File: config.mk
export PLATFORM = sky130hd
export DESIGN_NAME = seq_divider_flat
export DESIGN_NICKNAME = d
export VERILOG_FILES = /design/src/rtl/seq_divider_pkg.sv /design/src/rtl/seq_divider_if.sv /design/src/rtl/seq_divider_div_step.sv /design/src/rtl/seq_divider.sv /design/src/flat_wrapper.sv
export SDC_FILE = /design/constraint.sdc
export NUM_CORES = 1
export LEC_CHECK = 0
export ABC_AREA = 1
export CAP_MARGIN = 0
export CORE_ASPECT_RATIO = 1.25
export CORE_MARGIN = 4
export CORE_UTILIZATION = 35
export CTS_CLUSTER_SIZE = 30
export DETAILED_ROUTE_END_ITERATION = 6
export PLACE_DENSITY = 0.55
export REMOVE_ABC_BUFFERS = 1
export SETUP_SLACK_MARGIN = 0.4
export SYNTH_ARGS = -nofsm -noshare
export SYNTH_HDL_FRONTEND = slang
export SYNTH_SLANG_ARGS = --single-unit
File: constraint.sdc
create_clock -name clk -period 3.8 [get_ports clk]
set_input_delay 0.95 -clock clk [delete_from_list [all_inputs] [get_ports clk]]
set_output_delay 0.95 -clock clk [all_outputs]
set_load 0.02 [all_outputs]
File: src/rtl/seq_divider_pkg.sv
// Shared types and constants for the sequential signed divider.
// The optional SEQ_DIVIDER_ROUND_EN build rounds the quotient half away from zero.
package seq_divider_pkg;

    typedef enum logic [1:0] {IDLE, CALC, FIX} state_e;

    // Edges from the accept edge to the edge that raises dout_valid.
    function automatic int latency(input int n);
        return n + 1;
    endfunction

    function automatic logic [63:0] max_pos(input int n);
        return (64'd1 << (n - 1)) - 64'd1;
    endfunction

    function automatic logic [63:0] min_neg(input int n);
        return 64'd1 << (n - 1);
    endfunction

endpackage

File: src/rtl/seq_divider_if.sv
// Operand/result bundle for seq_divider; master drives operands, slave returns results.
interface seq_divider_if #(
    parameter int DIN1_WIDTH = 32,
    parameter int DIN2_WIDTH = 16
);
    logic signed [DIN1_WIDTH-1:0] din1;
    logic signed [DIN2_WIDTH-1:0] din2;
    logic                         din_valid;
    logic                         din_ready;
    logic signed [DIN1_WIDTH-1:0] dout_quot;
    logic signed [DIN2_WIDTH-1:0] dout_rem;
    logic                         dout_valid;
    logic                         div_by_zero;
    logic                         dout_sat;

    modport master (
        output din1, din2, din_valid,
        input  din_ready, dout_quot, dout_rem, dout_valid, div_by_zero, dout_sat
    );

    modport slave (
        input  din1, din2, din_valid,
        output din_ready, dout_quot, dout_rem, dout_valid, div_by_zero, dout_sat
    );
endinterface

File: src/rtl/seq_divider_div_step.sv
// One restoring-division step: shift in a dividend bit, trial-subtract the divisor magnitude.
module div_step #(
    parameter int M = 16
) (
    input  logic [M:0]   rem_i,
    input  logic [M-1:0] div_i,
    input  logic         bit_i,
    output logic [M:0]   rem_o,
    output logic         q_o
);
    logic [M+1:0] sh;

    assign sh    = {rem_i, bit_i};
    assign q_o   = (sh >= {2'b00, div_i});
    // On success the difference is below the divisor, so M+1 bits hold it.
    assign rem_o = q_o ? (sh[M:0] - {1'b0, div_i}) : sh[M:0];
endmodule

File: src/rtl/seq_divider.sv
// Iterative signed divider retiring one quotient bit per clock (IDLE -> CALC -> FIX).
// Define SEQ_DIVIDER_ROUND_EN to round the quotient half away from zero in FIX.
module seq_divider
    import seq_divider_pkg::*;
#(
    parameter int DIN1_WIDTH = 32,
    parameter int DIN2_WIDTH = 16
) (
    input logic          clk,
    input logic          rst_n,
    seq_divider_if.slave bus
);
    localparam int N  = DIN1_WIDTH;
    localparam int M  = DIN2_WIDTH;
    localparam int CW = $clog2(N);
    localparam logic [CW-1:0] CNT_LAST = CW'(N - 1);
    localparam logic [63:0]   MAXP64   = max_pos(N);
    localparam logic [63:0]   MINN64   = min_neg(N);
    localparam logic [N-1:0]  MAX_POS  = MAXP64[N-1:0];
    localparam logic [N-1:0]  MIN_NEG  = MINN64[N-1:0];

    state_e        state_q, state_d;
    logic [N-1:0]  a_q, a_d;
    logic [M-1:0]  b_q, b_d;
    logic [M:0]    r_q, r_d;
    logic [CW-1:0] cnt_q, cnt_d;
    logic          sq_q, sq_d, sr_q, sr_d, zero_q, zero_d;
    logic [N-1:0]  quot_q, quot_d;
    logic [M-1:0]  rem_q, rem_d;
    logic          vld_q, vld_d, dbz_q, dbz_d, sat_q, sat_d;

    logic [M:0]    r_next;
    logic          q_bit;
    logic [N-1:0]  din1_mag;
    logic [M-1:0]  din2_mag;
    logic [N:0]    qmag;
    logic          pos_ovf, neg_ovf;
    logic [N-1:0]  fix_quot;
    logic [M-1:0]  fix_rem;

    div_step #(.M(M)) u_step (
        .rem_i (r_q),
        .div_i (b_q),
        .bit_i (a_q[N-1]),
        .rem_o (r_next),
        .q_o   (q_bit)
    );

    assign din1_mag = bus.din1[N-1] ? -bus.din1 : bus.din1;
    assign din2_mag = bus.din2[M-1] ? -bus.din2 : bus.din2;

`ifdef SEQ_DIVIDER_ROUND_EN
    logic round_up;
    assign round_up = ({r_q[M-1:0], 1'b0} >= {1'b0, b_q});
    assign qmag     = {1'b0, a_q} + {{N{1'b0}}, round_up};
`else
    assign qmag     = {1'b0, a_q};
`endif

    // A positive result cannot reach 2^(N-1); a negative one may equal it exactly.
    assign pos_ovf = !sq_q && (qmag >= {1'b0, MIN_NEG});
    assign neg_ovf =  sq_q && (qmag >  {1'b0, MIN_NEG});

    always_comb begin
        fix_quot = sq_q ? -qmag[N-1:0] : qmag[N-1:0];
        if (zero_q)       fix_quot = sr_q ? MIN_NEG : MAX_POS;
        else if (pos_ovf) fix_quot = MAX_POS;
        else if (neg_ovf) fix_quot = MIN_NEG;
        fix_rem = zero_q ? '0 : (sr_q ? -r_q[M-1:0] : r_q[M-1:0]);
    end

    always_comb begin
        state_d = state_q;
        a_d     = a_q;
        b_d     = b_q;
        r_d     = r_q;
        cnt_d   = cnt_q;
        sq_d    = sq_q;
        sr_d    = sr_q;
        zero_d  = zero_q;
        quot_d  = quot_q;
        rem_d   = rem_q;
        vld_d   = 1'b0;
        dbz_d   = dbz_q;
        sat_d   = sat_q;
        case (state_q)
            IDLE: if (bus.din_valid) begin
                a_d     = din1_mag;
                b_d     = din2_mag;
                sq_d    = bus.din1[N-1] ^ bus.din2[M-1];
                sr_d    = bus.din1[N-1];
                zero_d  = (bus.din2 == '0);
                r_d     = '0;
                cnt_d   = '0;
                state_d = CALC;
            end
            CALC: begin
                // Quotient bits fill a_q from the bottom as dividend bits leave the top.
                a_d   = {a_q[N-2:0], q_bit};
                r_d   = r_next;
                cnt_d = cnt_q + 1'b1;
                if (cnt_q == CNT_LAST) state_d = FIX;
            end
            FIX: begin
                quot_d  = fix_quot;
                rem_d   = fix_rem;
                dbz_d   = zero_q;
                sat_d   = zero_q | pos_ovf | neg_ovf;
                vld_d   = 1'b1;
                state_d = IDLE;
            end
            default: state_d = IDLE;
        endcase
    end

    always_ff @(posedge clk or negedge rst_n) begin
        if (!rst_n) begin
            state_q <= IDLE;
            a_q     <= '0;
            b_q     <= '0;
            r_q     <= '0;
            cnt_q   <= '0;
            sq_q    <= 1'b0;
            sr_q    <= 1'b0;
            zero_q  <= 1'b0;
            quot_q  <= '0;
            rem_q   <= '0;
            vld_q   <= 1'b0;
            dbz_q   <= 1'b0;
            sat_q   <= 1'b0;
        end else begin
            state_q <= state_d;
            a_q     <= a_d;
            b_q     <= b_d;
            r_q     <= r_d;
            cnt_q   <= cnt_d;
            sq_q    <= sq_d;
            sr_q    <= sr_d;
            zero_q  <= zero_d;
            quot_q  <= quot_d;
            rem_q   <= rem_d;
            vld_q   <= vld_d;
            dbz_q   <= dbz_d;
            sat_q   <= sat_d;
        end
    end

    assign bus.din_ready   = (state_q == IDLE);
    assign bus.dout_quot   = quot_q;
    assign bus.dout_rem    = rem_q;
    assign bus.dout_valid  = vld_q;
    assign bus.div_by_zero = dbz_q;
    assign bus.dout_sat    = sat_q;
endmodule

File: src/flat_wrapper.sv
// flat-port wrapper written by rule: the top's interface ports become plain ports
module seq_divider_flat import seq_divider_pkg::*;
#(
    parameter int DIN1_WIDTH = 32,
    parameter int DIN2_WIDTH = 16
)
  (clk, rst_n, bus_din1, bus_din2, bus_din_valid, bus_din_ready, bus_dout_quot, bus_dout_rem, bus_dout_valid, bus_div_by_zero, bus_dout_sat);
  seq_divider_if #(.DIN1_WIDTH(DIN1_WIDTH), .DIN2_WIDTH(DIN2_WIDTH)) bus_i ();
  input logic clk;
  input logic rst_n;
  input wire logic [$bits(bus_i.din1)-1:0] bus_din1;
  input wire logic [$bits(bus_i.din2)-1:0] bus_din2;
  input wire logic [$bits(bus_i.din_valid)-1:0] bus_din_valid;
  output wire logic [$bits(bus_i.din_ready)-1:0] bus_din_ready;
  output wire logic [$bits(bus_i.dout_quot)-1:0] bus_dout_quot;
  output wire logic [$bits(bus_i.dout_rem)-1:0] bus_dout_rem;
  output wire logic [$bits(bus_i.dout_valid)-1:0] bus_dout_valid;
  output wire logic [$bits(bus_i.div_by_zero)-1:0] bus_div_by_zero;
  output wire logic [$bits(bus_i.dout_sat)-1:0] bus_dout_sat;
  assign bus_i.din1 = bus_din1;
  assign bus_i.din2 = bus_din2;
  assign bus_i.din_valid = bus_din_valid;
  assign bus_din_ready = bus_i.din_ready;
  assign bus_dout_quot = bus_i.dout_quot;
  assign bus_dout_rem = bus_i.dout_rem;
  assign bus_dout_valid = bus_i.dout_valid;
  assign bus_div_by_zero = bus_i.div_by_zero;
  assign bus_dout_sat = bus_i.dout_sat;
  seq_divider #(.DIN1_WIDTH(DIN1_WIDTH), .DIN2_WIDTH(DIN2_WIDTH)) u_core (.clk(clk), .rst_n(rst_n), .bus(bus_i));
endmodule
# ---- Word-level counts from Yosys, hierarchy flattened
# Index checks and enable logic that the tools add are counted.
dict set report word_totals {
  output_inout_bits 52
  in_bits 51
  word_cells 59
  ff_bits 126
}
dict set report op_classes {
  bitwise 3
  muxes 20
  add_sub_neg 6
  reduce_logical 9
  eq_ne 5
  magnitude_cmp 3
}
# op count
set ops {}
lappend ops {{$mux W32} 7}
lappend ops {{$neg A32 Y32} 2}
lappend ops {{$pmux W32 S2} 1}
lappend ops {{$mux W16} 3}
lappend ops {{$mux W17} 2}
lappend ops {{$pmux W17 S2} 1}
lappend ops {{$ge A32 B32 Y1 const B} 1}
lappend ops {{$gt A32 B32 Y1 const B} 1}
lappend ops {{$neg A16 Y16} 2}
lappend ops {{$ge A18 B16 Y1} 1}
lappend ops {{$sub A17 B16 Y17} 1}
lappend ops {{$logic_not A16 Y1} 1}
lappend ops {{$pmux W5 S2} 1}
lappend ops {{$reduce_and A2 Y1} 3}
lappend ops {{$add A5 B1 Y5 const B} 1}
lappend ops {{$eq A5 B5 Y1 const B} 1}
lappend ops {{$mux W5} 1}
lappend ops {{$mux W2} 2}
lappend ops {{$pmux W2 S2} 1}
lappend ops {{$eq A2 B1 Y1 const B} 1}
lappend ops {{$eq A2 B2 Y1 const B} 1}
lappend ops {{$logic_and A1 B1 Y1} 2}
lappend ops {{$logic_not A2 Y1} 1}
lappend ops {{$ne A2 B1 Y1 const B} 1}
lappend ops {{6 further kinds} 7}

# ---- Depth between registers and ports, before layout
dict set report depth {
  depth_word 5
  ltp_mapped 16
  mapped_depth_nobuf 16
}

# ---- By module
# Synthesis repeated with hierarchy kept, for this count alone.
dict set report unflattened {
  cells_unflattened 1379
  hier_area_um2 9108.7
}
# module cells_per_inst n_inst seq_area_each_um2 area_per_inst_um2
set by_module_without_submodules {}
lappend by_module_without_submodules {seq_divider 1090 1 3153.0 7676.1}
lappend by_module_without_submodules {div_step 289 1 0.0 1432.6}

# ---- Least setup slack after synthesis
# OpenSTA, ideal clock, no wires.
dict set report synth_path {
  path_type {in2reg}
  from {in bus_din1[0]}
  to {reg u_core.a_q[26]}
  path_stages 11
  path_slack_ns 1.557
  path_buffers 0
  t_arrival_ns 2.121
  path_cell_list {inv_1 ha_1 inv_1 nor2_1 nand2_1 nor2_2 nand2_1 o21ai_4 nand4_1 nand3_1 nand2_1}
}
dict set report synth_between {
  elab_chain_len 4
}
# item line_no
set synth_lines {}
lappend synth_lines {{start, declared} flat_wrapper.sv:11} ;# input wire logic [$bits(bus_i.din1)-1:0] bus_din1;
lappend synth_lines {{$neg A32 Y32} seq_divider.sv:49} ;# assign din1_mag = bus.din1[N-1] ? -bus.din1 : bus.din1;
lappend synth_lines {{$mux W32} seq_divider.sv:49}
lappend synth_lines {{$mux W32} seq_divider.sv:87} ;# IDLE: if (bus.din_valid) begin
lappend synth_lines {{$pmux W32 S2} seq_divider.sv:86} ;# case (state_q)
lappend synth_lines {{end signal, assigned} seq_divider.sv:119} ;# a_q <= '0;
lappend synth_lines {{end signal, assigned} seq_divider.sv:133} ;# a_q <= a_d;
lappend synth_lines {{end, declared} seq_divider.sv:23} ;# logic [N-1:0] a_q, a_d;
# No other way between the ends. The select of a mux whose other input is x is not followed.
# A chain may end at the register's enable or synchronous reset.

# ---- Worst setup path after layout
dict set report layout_path {
  from {reg u_core.state_q[0]}
  to {out bus_din_ready}
}
dict set report layout_between {
  elab_chain_len 1
}
# item line_no
set layout_lines {}
lappend layout_lines {{start, declared} seq_divider.sv:22} ;# state_e state_q, state_d;
lappend layout_lines {{start signal, assigned} seq_divider.sv:132} ;# state_q <= state_d;
lappend layout_lines {{$logic_not A2 Y1} seq_divider.sv:148} ;# assign bus.din_ready = (state_q == IDLE);
lappend layout_lines {{end, declared} flat_wrapper.sv:14} ;# output wire logic [$bits(bus_i.din_ready)-1:0] bus_din_ready;
# No other way between the ends.

==> results.sh <==
export IMPL_antenna_found_initial=0
export IMPL_cap_violations=0
export IMPL_fin_crit_ns=2.608
export IMPL_ant_nets=0
export IMPL_max_freq_mhz=383.4
export IMPL_yosysUniqueCellTypes=47
export IMPL_hpwlAfterDp_um=18910
export IMPL_cp_slowest_cell="clkdlybuf4s50_1"
export IMPL_grt_max_degree=62
export IMPL_synth_area_per_cell_um2=6.747
export IMPL_cts_resized=0
export IMPL_timing_rr_start="u_core.a_q[31]"
export IMPL_slew_viol_final=0
export IMPL_rsz0062_at_grt="false"
export IMPL_drtPass1Iterations=4
export IMPL_hold_class="reg2reg"
export IMPL_p_int_w=0.004820
export IMPL_relSlewSlack=0.5086
export IMPL_final_layout_size_suffix_gt1_frac=0.06422
export IMPL_whs_path_depth=2
export IMPL_crit_type="reg2out"
export IMPL_p_switching_w=0.004197
export IMPL_finClkSkew_ns=0.01184
export IMPL_diodes=0
export IMPL_cts_buffers=17
export IMPL_die_h_um=186.1
export IMPL_drc_errors=0
export IMPL_path_cells="nor2_1, clkdlybuf4s50_1"
export IMPL_insertion_delay_ns=0.43
export IMPL_status="finished, final reports clean"
export IMPL_track_usage=0.1841
export IMPL_synthCells=1316
export IMPL_power_leakage_nw=5.233
export IMPL_place_inst=1715
export IMPL_finalSetupViolCount=0
export IMPL_swShare=0.4654
export IMPL_dr_first_iter_drc_count=658
export IMPL_yosysSeqAreaShare=0.3551
export IMPL_cp_end_kind="output pin"
export IMPL_ctsHoldBuffers=0
export IMPL_slowest_delay_ns=0.64
export IMPL_vias=8460
export IMPL_wirelength_um=24800
export IMPL_cts_tree="yes"
export IMPL_nets=1478
export IMPL_clk_pin_slew_ns=0.06
export IMPL_io_buffers=102
export IMPL_p_clk_frac=0.195
export IMPL_r2r_end="u_core.a_q[0]"
export IMPL_dr_wl_met3_um=843
export IMPL_core_area_um2=24740
export IMPL_ir_drop_v=0.0005079
export IMPL_reg2reg_slack_ns=1.20
export IMPL_synth_top_cell_area_share=0.3551
export IMPL_htreeDepth=4
export IMPL_post_route_period_util=0.6863
export IMPL_post_drt_wl_per_cell_um=14.20
export IMPL_finalSetupTns_ns=0
export IMPL_grt_ovfl_total=0
export IMPL_grt_pass1_wl_um=41590
export IMPL_clock_path_buffers=2
export IMPL_final_util=0.4378
export IMPL_start_util=0.3588
export IMPL_reg2regPathDepth=14
export IMPL_synth_area_leader_cell="dfrtp_1"
export IMPL_required_ns=2.85
export IMPL_whs_endpoint="u_core.bus.dout_quot[25]"
export IMPL_synth_seq_cells=126
export IMPL_top_layer="met4"
export IMPL_clockRootBuffer="clkbuf_16"
export IMPL_die_w_um=150.5
export IMPL_mappedNetlistArea_um2=8879
export IMPL_dieArea_um2=28000
export IMPL_critPathArrivalTime_ns=1.66
export IMPL_hold_viol_final=0
export IMPL_num_io_pins=103
export IMPL_seq_power_share=0.271
export IMPL_met1_length_um=12830
export IMPL_synth_edff_count=0
export IMPL_gp_congestion=0.8791
export IMPL_rows=64
export IMPL_netlist_top_cells_area="dfrtp_1 (36%), nand2_1 (19%), nand3_1 (7.1%), inv_1 (5.4%), nor2_1 (5.0%)"
export IMPL_syn_to_final_growth_pct=22.01
export IMPL_start_kind="register"
export IMPL_synthArstFlopShare=1.000
export IMPL_power_density_nw_per_um2=832.3
export IMPL_critPathMaxFanout=3
export IMPL_worstHoldStart="u_core.bus.dout_quot[25]"
export IMPL_layout_cells_non_filler=1747
export IMPL_ys_flop_type="dfrtp_1"
export IMPL_yosysWarnings=0
export IMPL_first_global_vias=8099
export IMPL_wl_met2_um=10830
export IMPL_worstMarginPinSlew_ns=0.7371
export IMPL_postCtsSetupBuffers=0
export IMPL_viasPerCell=4.843
export IMPL_p_comb_frac=0.535
export IMPL_cts_sinks=126
## how the worst max path moves through the flow
stage / to / startpoint / cells after the start / slack [ns]
floorplan: u_core.a_q[4] / bus_din_valid / 5 / 0.22
global placement: u_core.a_q[26] / bus_din1[0] / 12 / 0.93
detailed placement: u_core.a_q[22] / bus_din1[0] / 12 / 0.90
CTS: bus_din_ready / u_core.state_q[0] / 2 / 1.17
global route: u_core.r_q[9] / u_core.a_q[31] / 15 / 0.98
finish: bus_din_ready / u_core.state_q[0] / 2 / 1.19
## cell type report
cell class,instances,area (µm²)
Fill cell,2643,13910
Multi-Input combinational cell,1012,5007
Sequential cell,126,3153
Timing Repair Buffer,116,1136
Inverter,131,491.7
Clock buffer,19,442.9
Tap cell,330,412.9
Clock inverter,13,188.9
## cell usage after synthesis, types with 2 or more instances
cell and instances:
nand2_1 458, inv_1 127, dfrtp_1 126, nand3_1 126
nor2_1 119, o21ai_0 70, a21oi_1 35, xor2_1 29
a22oi_1 22, ha_1 22, clkbuf_1 20, buf_2 18
nand4_1 16, xnor2_1 15, nor3_1 14, nand2_2 13
nand3b_1 11, nand3_2 9, nor2_2 9, o221ai_1 5
buf_1 4, o31ai_1 4, a32o_1 3, buf_4 3
o211ai_1 3, o21bai_1 3, o22ai_1 3, or2_2 3
a21o_1 2, a22o_1 2, a31oi_1 2, clkinv_1 2
inv_2 2, nor4_1 2, o21ai_1 2
## power by group through the flow
stage	Combinational [W]	Clock, W	Sequential [W]
after floorplan	0.00359	0	0.00233
after global placement	0.00478	0	0.00245
after global routing	0.00560	0.00185	0.00253
final	0.00482	0.00176	0.00244
after CTS	0.00486	0.00180	0.00243
after detailed placement	0.00483	0	0.00245
## layout by cell type, fill, tap and decap left out, types with 2 or more instances in the layout
cell type / instances
o22ai_1: 3
clkinvlp_4: 5
inv_2: 2
a21oi_2: 2
xor2_1: 29
clkbuf_16: 17
buf_4: 14
nand3_2: 9
nor2_1: 119
o21bai_1: 3
clkinv_4: 2
dfrtp_1: 126
nand3_1: 126
nor2_2: 9
a22oi_1: 22
o21ai_1: 2
o21ai_0: 70
o211ai_1: 3
a31oi_1: 2
a21o_1: 2
a21oi_1: 33
nand2_1: 458
ha_1: 22
nand2_2: 13
clkdlybuf4s50_1: 101
xnor2_1: 15
nor4_1: 2
nor3_1: 14
a32o_1: 3
a22o_1: 2
nand4_1: 16
or2_2: 3
o221ai_1: 5
bufinv_16: 4
inv_1: 127
clkinv_1: 2
o31ai_1: 4
nand3b_1: 11
## kinds of logic after synthesis
kind of cell               count (synthesis)  share of synthesized area
buffers and inverters                    178                    0.08174
AOI/OAI and AO/OA                        159                     0.1065
and+or+nand+nor                          786                     0.3799
adders and majority gates                 23                    0.03326
DFF                                      126                     0.3551
xor gates and xnor gates                  44                    0.04340
## layer usage
layer / track usage / vias up
met1: 0.2722 / 3857
li1: - / 4440
met5: 0 / -
met4: 0.05053 / 0
met2: 0.2794 / 144
met3: 0.02825 / 19
## critical path, delay by kind of cell (launching register included)
kind | cells | cell delay [ns]
buf+inv | 1 | 0.64
flops | 1 | 0.40
simple gates | 1 | 0.19
## registers in the layout, indices dropped and copies added, names as in the netlist
signal                  flops
u_core.zero_q               1
u_core.bus.dout_rem        16
u_core.sq_q                 1
u_core.sr_q                 1
u_core.cnt_q                5
u_core.bus.div_by_zero      1
u_core.bus.dout_valid       1
u_core.r_q                 17
u_core.state_q              2
u_core.bus.dout_sat         1
u_core.a_q                 32
u_core.b_q                 16
u_core.bus.dout_quot       32
## through the flow
| stage | hold slack (ns) | cell area, µm² | setup slack [ns] | total power [W] |
|---|---|---|---|---|
| 3_3_place_gp | 0.4622 | 10200 | 0.9302 | 0.007230 |
| 3_5_place_dp | 0.4649 | 10200 | 0.8957 | 0.007283 |
| 2_1_floorplan | 0.4488 | 8645 | 0.2155 | 0.005922 |
| 5_1_grt | 0.4965 | 10830 | 0.9776 | 0.009978 |
| 4_1_cts | 0.4803 | 10830 | 1.170 | 0.009091 |
| 6_report | 0.4735 | 10830 | 1.192 | 0.009016 |
No activity file was read; power rests on OpenSTA's default activity.
